[src/rtl/spi_mem_pkg.sv]
// -----------------------------------------------------------------------------
// spi_mem_pkg
//   Shared definitions for the SPI memory-port controller: the 2-bit opcode
//   carried in rx_data[9:8] of every command word, and a small decode helper.
//   No ports (package).
// -----------------------------------------------------------------------------
package spi_mem_pkg;

    // Opcodes in rx_data[9:8]
    localparam logic [1:0] CMD_WADDR = 2'b00;
    localparam logic [1:0] CMD_WDATA = 2'b01;
    localparam logic [1:0] CMD_RADDR = 2'b10;
    localparam logic [1:0] CMD_RDATA = 2'b11;

    // Data commands are the ones that turn into a RAM access
    function automatic logic is_data_cmd(input logic [1:0] op);
        return (op == CMD_WDATA) || (op == CMD_RDATA);
    endfunction

endpackage : spi_mem_pkg

[src/rtl/spi_mem_arb2.sv]
// -----------------------------------------------------------------------------
// spi_mem_arb2
//   Two-requester round-robin arbiter for the shared RAM port.
//   Requester 0 is the SPI pending op, requester 1 is the local host.
//   The host request can be masked (used while the previous host grant is
//   still visible, since the host holds its request through that cycle).
//   On a tie the requester that was not granted last wins; the last-grant
//   pointer resets to "host", so SPI wins the first tie.
//
// Ports
//   clk, rst_n   : clock, asynchronous active-low reset
//   req_spi      : SPI op pending
//   req_host     : host request
//   mask_host    : suppress req_host this cycle
//   gnt_spi      : combinational grant to SPI
//   gnt_host     : combinational grant to host
// -----------------------------------------------------------------------------
module spi_mem_arb2 (
    input  logic clk,
    input  logic rst_n,
    input  logic req_spi,
    input  logic req_host,
    input  logic mask_host,
    output logic gnt_spi,
    output logic gnt_host
);

    logic last_spi_r;   // 1 = SPI was granted last, 0 = host was granted last
    logic host_cand_s;

    // Grant selection: single candidate wins, tie goes to the one not granted last
    always_comb begin
        host_cand_s = req_host & ~mask_host;
        gnt_spi     = 1'b0;
        gnt_host    = 1'b0;
        if (req_spi && host_cand_s) begin
            if (last_spi_r) begin
                gnt_host = 1'b1;
            end else begin
                gnt_spi  = 1'b1;
            end
        end else if (req_spi) begin
            gnt_spi = 1'b1;
        end else if (host_cand_s) begin
            gnt_host = 1'b1;
        end else begin
            gnt_spi  = 1'b0;
            gnt_host = 1'b0;
        end
    end

    // Last-grant pointer, only moves when somebody is actually granted
    always_ff @(posedge clk or negedge rst_n) begin
        if (!rst_n) begin
            last_spi_r <= 1'b0;
        end else if (gnt_spi) begin
            last_spi_r <= 1'b1;
        end else if (gnt_host) begin
            last_spi_r <= 1'b0;
        end else begin
            last_spi_r <= last_spi_r;
        end
    end

endmodule : spi_mem_arb2

[src/rtl/spi_mem_ctrl.sv]
// -----------------------------------------------------------------------------
// spi_mem_ctrl
//   Memory-port controller between an SPI slave and an 8-bit single-port
//   synchronous RAM. Decodes 10-bit command words (WADDR/WDATA/RADDR/RDATA),
//   keeps write/read address registers, posts one pending SPI access at a
//   time and shares the RAM port with a local host through a round-robin
//   arbiter. SPI read data is returned on tx_data and held valid for TX_HOLD
//   cycles.
//
// Ports
//   clk, rst_n            : clock, asynchronous active-low reset
//   rx_data[9:0]          : command word, [9:8] opcode, [7:0] payload
//   rx_valid              : command valid level (accepted on its rising edge)
//   tx_data[7:0]          : SPI read data
//   tx_valid              : SPI read data valid (TX_HOLD cycles)
//   spi_err               : one-cycle pulse on a rejected data command
//   mem_en/mem_we         : RAM strobe / write select (registered)
//   mem_addr/mem_wdata    : RAM address / write data (registered)
//   mem_rdata             : RAM read data, valid the cycle after a read strobe
//   host_req/host_we      : host request (held until granted) / write select
//   host_addr/host_wdata  : host address / write data
//   host_gnt              : one-cycle grant, coincident with mem_en
//   host_rvalid           : one-cycle pulse when host read data is on mem_rdata
//   host_rdata            : mem_rdata while host_rvalid is high, else 0
// -----------------------------------------------------------------------------
module spi_mem_ctrl
    import spi_mem_pkg::*;
#(
    parameter int unsigned ADDR_W   = 32'd8,
    parameter int unsigned TX_HOLD  = 32'd8,
    parameter bit          AUTO_INC = 1'b1
) (
    input  logic              clk,
    input  logic              rst_n,
    input  logic [9:0]        rx_data,
    input  logic              rx_valid,
    output logic [7:0]        tx_data,
    output logic              tx_valid,
    output logic              spi_err,
    output logic              mem_en,
    output logic              mem_we,
    output logic [ADDR_W-1:0] mem_addr,
    output logic [7:0]        mem_wdata,
    input  logic [7:0]        mem_rdata,
    input  logic              host_req,
    input  logic              host_we,
    input  logic [ADDR_W-1:0] host_addr,
    input  logic [7:0]        host_wdata,
    output logic              host_gnt,
    output logic              host_rvalid,
    output logic [7:0]        host_rdata
);

    localparam int unsigned     CNT_W     = $clog2(TX_HOLD + 32'd1);
    localparam logic [CNT_W-1:0] HOLD_LOAD = CNT_W'(TX_HOLD - 32'd1);

    // ---------------------------------------------------------------------
    // State
    // ---------------------------------------------------------------------
    logic              rx_valid_q_r;
    logic [ADDR_W-1:0] waddr_r;
    logic [ADDR_W-1:0] raddr_r;
    logic              waddr_ok_r;
    logic              raddr_ok_r;

    logic              pend_r;
    logic              pend_we_r;
    logic [ADDR_W-1:0] pend_addr_r;
    logic [7:0]        pend_wdata_r;

    logic              spi_err_r;
    logic              mem_en_r;
    logic              mem_we_r;
    logic [ADDR_W-1:0] mem_addr_r;
    logic [7:0]        mem_wdata_r;
    logic              host_gnt_r;
    logic              host_rd_r;      // host read strobe is on the RAM port
    logic              host_rvalid_r;  // host read data is on mem_rdata
    logic              spi_rd_r;       // SPI read strobe is on the RAM port
    logic              spi_rdv_r;      // SPI read data is on mem_rdata

    logic [7:0]        tx_data_r;
    logic              tx_valid_r;
    logic [CNT_W-1:0]  hold_cnt_r;

    // ---------------------------------------------------------------------
    // Combinational
    // ---------------------------------------------------------------------
    logic              accept_s;
    logic [1:0]        opcode_s;
    logic              data_cmd_s;
    logic              addr_ok_s;
    logic              busy_s;
    logic              reject_s;
    logic              post_s;
    logic              gnt_spi_s;
    logic              gnt_host_s;
    logic [ADDR_W-1:0] waddr_nx_s;
    logic [ADDR_W-1:0] raddr_nx_s;

    assign accept_s = rx_valid & ~rx_valid_q_r;
    assign opcode_s = rx_data[9:8];

    spi_mem_arb2 u_arb (
        .clk       (clk),
        .rst_n     (rst_n),
        .req_spi   (pend_r),
        .req_host  (host_req),
        .mask_host (host_gnt_r),
        .gnt_spi   (gnt_spi_s),
        .gnt_host  (gnt_host_s)
    );

    // Command decode: a data command is rejected without its address, or
    // while an older SPI op is still waiting (an op issuing this cycle frees
    // the slot, so a same-cycle accept is fine)
    always_comb begin
        data_cmd_s = is_data_cmd(opcode_s);
        if (opcode_s == CMD_WDATA) begin
            addr_ok_s = waddr_ok_r;
        end else begin
            addr_ok_s = raddr_ok_r;
        end
        busy_s   = pend_r & ~gnt_spi_s;
        reject_s = accept_s & data_cmd_s & (~addr_ok_s | busy_s);
        post_s   = accept_s & data_cmd_s & ~reject_s;
    end

    // Post-increment on issue; these are also the addresses a same-cycle
    // accept must latch, so back-to-back data commands see the bumped value
    always_comb begin
        waddr_nx_s = waddr_r;
        raddr_nx_s = raddr_r;
        if (gnt_spi_s && AUTO_INC) begin
            if (pend_we_r) begin
                waddr_nx_s = waddr_r + ADDR_W'(1'b1);
            end else begin
                raddr_nx_s = raddr_r + ADDR_W'(1'b1);
            end
        end else begin
            waddr_nx_s = waddr_r;
            raddr_nx_s = raddr_r;
        end
    end

    // rx_valid history, error pulse and address registers (a load beats an increment)
    always_ff @(posedge clk or negedge rst_n) begin
        if (!rst_n) begin
            rx_valid_q_r <= 1'b0;
            spi_err_r    <= 1'b0;
            waddr_r      <= '0;
            raddr_r      <= '0;
            waddr_ok_r   <= 1'b0;
            raddr_ok_r   <= 1'b0;
        end else begin
            rx_valid_q_r <= rx_valid;
            spi_err_r    <= reject_s;
            waddr_r      <= waddr_nx_s;
            raddr_r      <= raddr_nx_s;
            if (accept_s) begin
                case (opcode_s)
                    CMD_WADDR: begin
                        waddr_r    <= rx_data[ADDR_W-1:0];
                        waddr_ok_r <= 1'b1;
                    end
                    CMD_RADDR: begin
                        raddr_r    <= rx_data[ADDR_W-1:0];
                        raddr_ok_r <= 1'b1;
                    end
                    default: begin
                        waddr_ok_r <= waddr_ok_r;
                        raddr_ok_r <= raddr_ok_r;
                    end
                endcase
            end else begin
                waddr_ok_r <= waddr_ok_r;
                raddr_ok_r <= raddr_ok_r;
            end
        end
    end

    // Single-entry pending SPI op: set by an accepted data command, cleared on issue
    always_ff @(posedge clk or negedge rst_n) begin
        if (!rst_n) begin
            pend_r       <= 1'b0;
            pend_we_r    <= 1'b0;
            pend_addr_r  <= '0;
            pend_wdata_r <= 8'h00;
        end else if (post_s) begin
            pend_r       <= 1'b1;
            pend_we_r    <= (opcode_s == CMD_WDATA);
            pend_addr_r  <= (opcode_s == CMD_WDATA) ? waddr_nx_s : raddr_nx_s;
            pend_wdata_r <= rx_data[7:0];
        end else if (gnt_spi_s) begin
            pend_r       <= 1'b0;
        end else begin
            pend_r       <= pend_r;
        end
    end

    // RAM port registers and read-return tracking pipelines
    always_ff @(posedge clk or negedge rst_n) begin
        if (!rst_n) begin
            mem_en_r      <= 1'b0;
            mem_we_r      <= 1'b0;
            mem_addr_r    <= '0;
            mem_wdata_r   <= 8'h00;
            host_gnt_r    <= 1'b0;
            host_rd_r     <= 1'b0;
            host_rvalid_r <= 1'b0;
            spi_rd_r      <= 1'b0;
            spi_rdv_r     <= 1'b0;
        end else begin
            mem_en_r      <= gnt_spi_s | gnt_host_s;
            host_gnt_r    <= gnt_host_s;
            host_rd_r     <= gnt_host_s & ~host_we;
            host_rvalid_r <= host_rd_r;
            spi_rd_r      <= gnt_spi_s & ~pend_we_r;
            spi_rdv_r     <= spi_rd_r;
            if (gnt_spi_s) begin
                mem_we_r    <= pend_we_r;
                mem_addr_r  <= pend_addr_r;
                mem_wdata_r <= pend_wdata_r;
            end else if (gnt_host_s) begin
                mem_we_r    <= host_we;
                mem_addr_r  <= host_addr;
                mem_wdata_r <= host_wdata;
            end else begin
                mem_we_r    <= 1'b0;
            end
        end
    end

    // SPI read return: capture data, hold tx_valid for TX_HOLD cycles; a new
    // return during a hold reloads the data and restarts the count
    always_ff @(posedge clk or negedge rst_n) begin
        if (!rst_n) begin
            tx_data_r  <= 8'h00;
            tx_valid_r <= 1'b0;
            hold_cnt_r <= '0;
        end else if (spi_rdv_r) begin
            tx_data_r  <= mem_rdata;
            tx_valid_r <= 1'b1;
            hold_cnt_r <= HOLD_LOAD;
        end else if (hold_cnt_r != '0) begin
            hold_cnt_r <= hold_cnt_r - CNT_W'(1'b1);
        end else begin
            tx_valid_r <= 1'b0;
        end
    end

    assign tx_data     = tx_data_r;
    assign tx_valid    = tx_valid_r;
    assign spi_err     = spi_err_r;
    assign mem_en      = mem_en_r;
    assign mem_we      = mem_we_r;
    assign mem_addr    = mem_addr_r;
    assign mem_wdata   = mem_wdata_r;
    assign host_gnt    = host_gnt_r;
    assign host_rvalid = host_rvalid_r;
    // RAM read data is only valid in the return cycle, so it is gated rather than registered
    assign host_rdata  = host_rvalid_r ? mem_rdata : 8'h00;

endmodule : spi_mem_ctrl

[config.mk]
export PLATFORM = sky130hd
export DESIGN_NAME = spi_mem_ctrl
export DESIGN_NICKNAME = d
export VERILOG_FILES = /design/src/rtl/spi_mem_pkg.sv /design/src/rtl/spi_mem_arb2.sv /design/src/rtl/spi_mem_ctrl.sv
export SDC_FILE = /design/constraint.sdc
export NUM_CORES = 1
export LEC_CHECK = 0
export BUFFER_PORTS_ARGS = -buffer_cell sky130_fd_sc_hd__clkbuf_2
export CAP_MARGIN = 20
export CORE_MARGIN = 1.5
export CORE_UTILIZATION = 50
export CTS_CLUSTER_SIZE = 20
export DETAILED_ROUTE_END_ITERATION = 10
export PLACE_DENSITY = 0.75
export SLEW_MARGIN = 20
export SYNTH_ARGS = -nofsm -noshare
export SYNTH_HDL_FRONTEND = slang
export SYNTH_SLANG_ARGS = --single-unit
[constraint.sdc]
create_clock -name clk -period 3 [get_ports clk]
set_input_delay 0.6 -clock clk [delete_from_list [all_inputs] [get_ports clk]]
set_output_delay 0.6 -clock clk [all_outputs]
set_load 0.03 [all_outputs]
==> impl_metrics.ini, run 1 <==
[outcome]
status = finished clean

[worst_setup_path]
arrival_ns = 2.08
ff2ff_path_depth = 5
cp_cell_sequence = clkbuf_2 -> nor2b_2 -> buf_4 -> mux2i_1 -> a211oi_2 -> buf_4 -> mux2_2
r2r_start = host_gnt$_DFF_PN0_
r2r_slack_ns = 1.16
critPathMostFrequentCell = buf_4
crit_buf_inv = 3
path_class = input port to register
required_ns = 3.23
crit_family = buffers and inverters
cp_slowest_cell = mux2_2
cp_max_fo = 20
endpoint_kind = register
r2r-end = pend_addr_r[7]$_DFFE_PN0P_
start_kind = input port
slowest_delay_ns = 0.37

[detailed_routing]
via_count = 2441
drt_first_iter_violations = 103
drc = 0
detail_route.wl_per_cell_um = 14.4
drt_pass1_iterations = 4
wl_um = 6640
avgViaCountPerCell = 5.28
antenna_left = 0

[clock_tree]
cts_tree = yes
insertion_delay_ns = 0.34
htree_levels = 3
post-cts-setup-buffers = 0
cts.sinks = 75
numCtsBuffers = 9
postCtsHoldBufs = 0
path_clk_slew_ns = 0.08
cts.path.max_buffers = 2
cts_resized = 0
cts_root_buffer = clkbuf_8

[logic_synthesis]
seq_area_frac_synth_pct = 54.8
postSynthAreaPerCell_um2 = 11.2
synth_area_leaders = dfrtp_1 55%, mux2i_1 7.6%, mux2_2 7.6%
ys_ff_latch = 75
syn_inst = 306
netlist_area_um2 = 3420
async_flop_share_pct = 100
synth_nets = 348
synth_top_cell_by_area = dfrtp_1
synth_cell_types = 37
ys_warn_count = 0
synth_top_area_share_pct = 54.8
synthFlopType = dfrtp_1
synth.most_common_cell = dfrtp_1
synth_common_cells = 75 x dfrtp_1, 40 x nor2_1, 37 x a21oi_1
synth_edf_count = 0

[sta]
clock_skew_ns = 0.0105
fin_setup_tns_ns = 0
hold_viol = 0
layout_min_cycle_time_ns = 1.85
relSlewSlack_pct = 38.7
setup_viol_count_final = 0
max_freq_mhz = 541
worst_pin_slew_ns = 0.920
grt_setup_unrepaired = no
layout_setup_ws_ns = 1.15
slew_violations = 0
post-route-period-util_pct = 61.6

[die]
fp.dieH_um = 85.7
ios = 77
initial_core_util_pct = 52.7
core_um2 = 6490
rows = 29
die-area_um2 = 7350
die_w_um = 85.7

[finish]
syn_to_final_growth_pct = 19.2
stdcell_count = 462
diodes = 0
ff_latch_area_um2 = 1880
drive_gt1_share_pct = 31.7
fillCellCount = 547
multiInputGateArea_um2 = 1440
final_nets = 423

[global_route]
grt_first_pass_wirelength_um = 11200
globalRouteOverflowTotal = 0
track_usage_pct = 19.6
grt_pass1_vias = 2455
grt_max_degree = 76
grt_antenna_before_repair = 0

[min_path]
hold_depth = 0
holdPathEnd = spi_rdv_r$_DFF_PN0_
worstHoldPathType = register to register
hold_start = spi_rd_r$_DFF_PN0_

[placed_design]
place_ws_ns = 0.798
portBuffers = 76
dp_hpwl_um = 4700
gp_congestion = 0.844
dpl.cell_count = 447

[power_and_ir_drop]
p_per_area_nw_per_um2 = 865
ir_drop_v = 0.000373
p_leak_uw = 0.00197

[job]
drv_cap = 0
[state kept, by name, indices dropped and copies added, names as in the netlist, 4 cells and up]
signal        count
mem_wdata         8
mem_addr          8
tx_data           8
pend_wdata_r      8
raddr_r           8
hold_cnt_r        4
waddr_r           8
pend_addr_r       8
[power breakdown]
| part | internal, µW | switching, µW |
|---|---|---|
| clock | 550 | 367 |
| combinational | 449 | 597 |
| sequential | 1330 | 232 |
[stage by stage]
step | hold WS (ns) | instance area, µm² | utilization, % | power (µW)
after global placement | 0.333 | 3840 | 59.1 | 2590
after global routing | 0.379 | 4080 | 62.8 | 3740
after floorplan | 0.304 | 3420 | - | 2320
after detailed placement | 0.340 | 3840 | 59.1 | 2630
after CTS | 0.356 | 4080 | 62.8 | 3560
final | 0.352 | 4080 | 62.8 | 3530
[worst max path at each step]
stage	from	end	slack, ns	cells past startpoint
3_3_place_gp	rx_data[8]	pend_addr_r[7]$_DFFE_PN0P_	0.86	7
5_1_grt	pend_r$_DFFE_PN0P_	pend_addr_r[7]$_DFFE_PN0P_	1.02	5
3_5_place_dp	rx_data[8]	pend_wdata_r[4]$_DFFE_PN0P_	0.80	7
2_1_floorplan	rx_data[8]	pend_wdata_r[0]$_DFFE_PN0P_	1.10	6
6_report	rx_data[8]	pend_addr_r[5]$_DFFE_PN0P_	1.15	7
4_1_cts	pend_r$_DFFE_PN0P_	mem_wdata[7]$_DFFE_PN0P_	1.10	3
[kinds of logic after synthesis]
| logic type | count (synthesis) | share of synthesized area (%) |
|---|---|---|
| buf+inv | 21 | 3.18 |
| fa+ha+maj | 3 | 1.10 |
| xor+xnor | 15 | 3.84 |
| compound gates | 45 | 7.31 |
| flops | 75 | 54.8 |
| simple gates | 98 | 14.6 |
| mux | 49 | 15.2 |
[per-layer routing]
layer	wire, µm	global-route usage, %	vias to the layer above	part of all wire, %
li1	-	-	1201	-
met1	2940	25.2	1186	44
met2	3390	32.6	46	51
met3	224	4.62	8	3.4
met4	79	7.04	0	1.2
met5	0	0	-	0
[layout by cell type (no fill, tap or decap), types with 4 or more instances in the layout]
| master | n |
|---|---|
| buf_4 | 4 |
| mux2_2 | 23 |
| nor3_1 | 8 |
| mux2i_1 | 26 |
| clkbuf_8 | 9 |
| nand2_1 | 10 |
| and2_1 | 8 |
| nand2b_1 | 5 |
| xnor2_1 | 10 |
| dfrtp_1 | 75 |
| a21oi_1 | 37 |
| nor2_1 | 40 |
| nand3_1 | 7 |
| clkbuf_2 | 75 |
| inv_1 | 6 |
| nand3b_1 | 5 |
| xor2_1 | 5 |
[layout make-up]
| cell class | instances | area share (%) |
|---|---|---|
| multi-input cells | 210 | 35.3 |
| repair buffers | 79 | 9.94 |
| clock buffers | 9 | 3.04 |
| well taps | 77 | 2.36 |
| clock inverters | 6 | 2.82 |
| inverters | 6 | 0.552 |
| flip-flops and latches | 75 | 46.0 |
[worst register-to-register path, delay by kind of cell (launching register included)]
| kind | cells | cell delay [ns] |
|---|---|---|
| xor gates and xnor gates | 1 | 0.16 |
| DFF | 1 | 0.40 |
| muxes | 2 | 0.36 |
| and+or+nand+nor | 2 | 0.81 |
Note: power is estimated with default switching activity, not from simulation.
==> run 2, diff against run 1 <==
Settings changed: ABC_AREA set to 1, CORE_UTILIZATION 50 to 49, PLACE_DENSITY 0.75 to 0.76.
Clock period 3 ns to 1.55 ns, I/O delays scaled along.
==> run 2 against run 1 <==
  * Wire length is 28% higher
  * Area after synthesis rose by 5.8%
  * Global-route usage increased by 3.4 points
  * Sequential share of layout area shrank 3.4 points
  * Clock skew rose by 0.0027 ns
  * Clock power increased by 67%
  * Combinational power grew 100%
  * Critical path depth decreased by 4
  * Synthesized cell count increased by 48%
  * Power increased by 87%
  * Critical endpoint is now host_rdata[5]
==> impl_metrics.ini, run 2 <==
[worst_setup_path]
slowest_delay_ns = 0.46
cp_cell_sequence = nand2_1 -> inv_1 -> clkbuf_2
start_kind = register
worstSetupEndpoint = host_rdata[5]
ff2ff_path_depth = 6
required_ns = 1.24
endpoint_kind = output port
r2r_slack_ns = 0.12
cp_max_fo = 9
cp_slowest_cell = dfrtp_2
arrival_ns = 1.14
crit_start = host_rvalid$_DFF_PN0_
r2r-end = pend_addr_r[0]$_DFFE_PN0P_
path_class = register to output port
r2r_start = pend_r$_DFFE_PN0P_

[global_route]
track_usage_pct = 23.0
grt_first_pass_wirelength_um = 13800
grt_pass1_vias = 2980
globalRouteOverflowTotal = 0
grt_max_degree = 37
grt_antenna_before_repair = 0

[logic_synthesis]
netlist_area_um2 = 3620
synth.most_common_cell = nand2_1
synth_edf_count = 0
synth_common_cells = 155 x nand2_1, 75 x dfrtp_1, 51 x inv_1
syn_inst = 453
postSynthAreaPerCell_um2 = 7.99
seq_area_frac_synth_pct = 51.8
synth_top_cell_by_area = dfrtp_1
synth_area_leaders = dfrtp_1 52%, nand2_1 16%, inv_1 5.3%
synth_cell_types = 26
synthFlopType = dfrtp_1
ys_ff_latch = 75
ys_warn_count = 0
synth_top_area_share_pct = 51.8
synth_nets = 495
async_flop_share_pct = 100

[finish]
syn_to_final_growth_pct = 21.7
drive_gt1_share_pct = 23.9
fin_util_pct = 61.1
final_nets = 582
diodes = 0
final_common_cell = nand2_1
final_cell_mix = 155 x nand2_1, 75 x clkbuf_2, 74 x dfrtp_1
stdcell_area_um2 = 4410

[die]
rows = 31
fp.dieH_um = 89.0
die_w_um = 89.0
die-area_um2 = 7910
initial_core_util_pct = 50.2
core_um2 = 7210
ios = 77

[placed_design]
dp_hpwl_um = 6230
placed_area_um2 = 4150
portBuffers = 76
gp_congestion = 0.865

[sta]
relSlewSlack_pct = 68.0
clock_skew_ns = 0.0132
hold_viol = 0
layout_min_cycle_time_ns = 1.45
grt_setup_unrepaired = no
slew_violations = 0
hold_ws_ns = 0.0846
worst_pin_slew_ns = 0.480
max_freq_mhz = 691
fin_setup_tns_ns = 0
setup_viol_count_final = 0
post-route-period-util_pct = 93.4

[clock_tree]
cts.path.max_buffers = 2
cts_root_buffer = clkbuf_8
insertion_delay_ns = 0.35
numCtsBuffers = 9
cts_tree = yes
path_clk_slew_ns = 0.08
htree_levels = 3
cts.sinks = 75
post-cts-setup-buffers = 0

[power_and_ir_drop]
p_per_area_nw_per_um2 = 1490
ir_drop_v = 0.000631
p_leak_uw = 0.00241

[detailed_routing]
antenna_left = 0
drc = 0
avgViaCountPerCell = 5.08
wl_um = 8520
via_count = 3269
detail_route.wl_per_cell_um = 13.2
drt_first_iter_violations = 171
drt_pass1_iterations = 4

[outcome]
status = finished clean

[job]
drv_cap = 0

[min_path]
worstHoldPathType = input port to register
## run 2: cell types whose count changed after synthesis, moves of 25 or more
cell	previous run	this run
mux2i_1	26	0
nand3_1	7	34
inv_1	6	51
a31oi_1	0	25
nand2_1	10	155
a21oi_1	37	1
## run 2: final cells by class
class | count | area, µm²
Clock buffer | 10 | 128
Clock inverter | 6 | 72.6
Fill cell | 655 | 2810
Inverter | 53 | 201
Multi-Input combinational cell | 307 | 1430
Sequential cell | 75 | 1880
Tap cell | 99 | 124
Timing Repair Buffer | 94 | 571
## run 2: power breakdown
part	internal, µW	switching [µW]	total [µW]
Combinational	740	1390	2130
Sequential	2510	407	2920
Clock	761	770	1530
Total	4010	2570	6580
## run 2: kinds of logic (layout without fill, tap and decap cells)
group	count (synthesis)	count (layout)	synth area share, %
adders and majority gates	3	3	1.04
AOI/OAI and AO/OA	47	47	7.77
buffers and inverters	71	163	8.98
and+or+nand+nor	255	255	29.9
xor gates and xnor gates	2	2	0.484
DFF	75	75	51.8
## run 2: routing by layer
metal  wire length [µm]  track usage (%)
met1               3880             31.2
met2               4080             36.8
met3                418             5.08
met4                144             8.25
met5                  0                0
## run 2: worst min-delay path by stage
stage	startpoint	cells past startpoint	to
2_1_floorplan	rst_n	0	hold_cnt_r[0]$_DFFE_PN0P_
3_3_place_gp	rst_n	1	mem_addr[6]$_DFFE_PN0P_
4_1_cts	rx_valid	1	rx_valid_q_r$_DFF_PN0_
5_1_grt	rx_valid	1	rx_valid_q_r$_DFF_PN0_
3_5_place_dp	rst_n	1	mem_addr[5]$_DFFE_PN0P_
6_report	rx_valid	1	rx_valid_q_r$_DFF_PN0_
## run 2: timing repair
| action | CTS | global route |
|---|---|---|
| hold buffers | 1 | 0 |
| endpoints found under the hold margin | 32 | 0 |
| setup endpoints to repair | 0 | 21 |
| resized for setup | 0 | 9 |
## run 2: worst max-delay path, delay by kind of cell, from the launching register on
family | cells | cell delay [ns]
DFF | 1 | 0.46
buffers and inverters | 2 | 0.25
and+or+nand+nor | 1 | 0.08
## run 2: through the flow
stage	setup WS (ns)	total power (µW)	std cells
2_1_floorplan	0.0969	4350	453
3_3_place_gp	0.105	4930	626
3_5_place_dp	0.0646	5040	626
4_1_cts	0.0173	6590	643
5_1_grt	0.0107	7050	644
6_report	0.102	6580	644
==> run 3, diff against run 2 <==
==> constraint.sdc (replaced) <==
create_clock -name clk -period 1.55 [get_ports clk]
set_input_delay 0.155 -clock clk [delete_from_list [all_inputs] [get_ports clk]]
set_output_delay 0.155 -clock clk [all_outputs]
set_load 0.03 [all_outputs]
==> run 3 against run 2 <==
  * Clock power increased by 27%
  * Count of clock-buffer cells in the layout unchanged
  * Via count decreased by 0.12%
  * Wire length decreased by 2.7%
  * Combinational power about the same
  * Setup slack got worse by 0.020 ns
  * Final cell count increased by 0.16%
==> impl_metrics.ini, run 3 (synthesis results as in run 2) <==
[sta]
worst_pin_slew_ns = 0.443
slew_violations = 0
relSlewSlack_pct = 70.4
hold_ws_ns = 0.0307
grt_setup_unrepaired = yes
layout_setup_ws_ns = 0.0819
clock_skew_ns = 0.0142
post-route-period-util_pct = 94.7
setup_viol_count_final = 0
max_freq_mhz = 681
layout_min_cycle_time_ns = 1.47
hold_viol = 0

[die]
core_um2 = 7210
die-area_um2 = 7910
ios = 77
die_w_um = 89.0
rows = 31
initial_core_util_pct = 50.2
fp.dieH_um = 89.0

[clock_tree]
cts_tree = yes
cts.sinks = 75
insertion_delay_ns = 0.35
cts_root_buffer = clkbuf_8
numCtsBuffers = 9
htree_levels = 3
path_clk_slew_ns = 0.08
cts.path.max_buffers = 2
post-cts-setup-buffers = 0

[worst_setup_path]
critPathMostFrequentCell = nand2_1
cp_slowest_cell = dfrtp_1
endpoint_kind = register
required_ns = 1.85
cp_cell_sequence = nor2_2 -> nand3_1 -> nand2_2 -> nor3_4 -> buf_2 -> nand2_1 -> nand2_1
cp_max_fo = 7
path_class = register to register
start_kind = register
arrival_ns = 1.76
slowest_delay_ns = 0.42
ff2ff_path_depth = 7

[power_and_ir_drop]
ir_drop_v = 0.000523
p_leak_uw = 0.00244
p_per_area_nw_per_um2 = 1560

[finish]
stdcell_count = 645
fin_util_pct = 62.0
diodes = 0
syn_to_final_growth_pct = 23.5
final_cell_mix = 155 x nand2_1, 75 x clkbuf_2, 74 x dfrtp_1
drive_gt1_share_pct = 24.0
fillCellCount = 653
final_nets = 583
stdcell_area_um2 = 4470
final_common_cell = nand2_1

[placed_design]
dp_hpwl_um = 6050
place_ws_ns = 0.0773
portBuffers = 76
dpl.cell_count = 625
placed_area_um2 = 4150
gp_congestion = 0.858

[detailed_routing]
detail_route.wl_per_cell_um = 12.8
antenna_left = 0
drt_first_iter_violations = 158
drt_pass1_iterations = 5
wl_um = 8280
drc = 0
avgViaCountPerCell = 5.06
via_count = 3265

[global_route]
globalRouteOverflowTotal = 0
grt_max_degree = 35
grt_first_pass_wirelength_um = 13300
grt_antenna_before_repair = 0
track_usage_pct = 22.0
grt_pass1_vias = 2848

[outcome]
status = finished clean

[min_path]
worstHoldPathType = input port to register
hold_depth = 3

[job]
drv_cap = 0
## run 3: changes by cell type in the layout (fill, tap and decap cells not counted), sizes merged
| cell | delta |
|---|---|
| bufinv | +3 |
| dlygate4sd3 | +2 |
| inv | -2 |
| clkbuf | -1 |
| clkinvlp | -1 |
## run 3: cell type report
class / instances / area (µm²) / area share, %
sequential: 75 / 1880 / 42.0
multi-input combinational: 307 / 1430 / 32.0
timing repair buffer: 95 / 572 / 12.8
inverter: 53 / 201 / 4.50
clock inverter: 6 / 138 / 3.08
clock buffer: 10 / 128 / 2.85
tap: 99 / 124 / 2.77
## run 3: path summary, 6_finish.rpt
path | from | slack (ns) | end
max | host_gnt$_DFF_PN0_ | 0.08 | pend_addr_r[4]$_DFFE_PN0P_
min | mem_rdata[4] | 0.03 | tx_data[4]$_DFFE_PN0P_
max reg2reg | host_gnt$_DFF_PN0_ | 0.08 | pend_addr_r[4]$_DFFE_PN0P_
min reg2reg | spi_rd_r$_DFF_PN0_ | 0.36 | spi_rdv_r$_DFF_PN0_
max in group asynchronous | rst_n | 0.71 | hold_cnt_r[0]$_DFFE_PN0P_
min in group asynchronous | rst_n | 0.28 | mem_addr[3]$_DFFE_PN0P_
## run 3: through the flow
stage	power (µW)	TNS [ns]
2_1_floorplan	4350	0
3_3_place_gp	4930	0
3_5_place_dp	5020	0
4_1_cts	7010	0
5_1_grt	7440	-0.0255
6_report	6990	0
## run 3: metal layers
metal	vias to the layer above	global-route usage [%]	wire length, µm
li1	1618	-	-
met1	1533	30.7	3810
met2	102	35.3	3900
met3	12	5.17	473
met4	0	5.17	99
met5	-	0	0
## run 3: critical path, delay by kind of cell (launching register included)
family / cells / cell delay [ns]
simple gates: 6 / 0.74
buf+inv: 1 / 0.25
flops: 1 / 0.42
## run 3: what timing repair did
action	CTS	global route
endpoints found under the setup margin	0	18
hold buffers	3	0
resized for setup	0	9
endpoints found under the hold margin	33	0
## run 3: report_power, final
part	leakage [µW]	internal, µW	switching, µW	total, µW
clock	0.000131	1240	716	1950
combinational	0.00142	744	1380	2120
sequential	0.000897	2510	402	2910
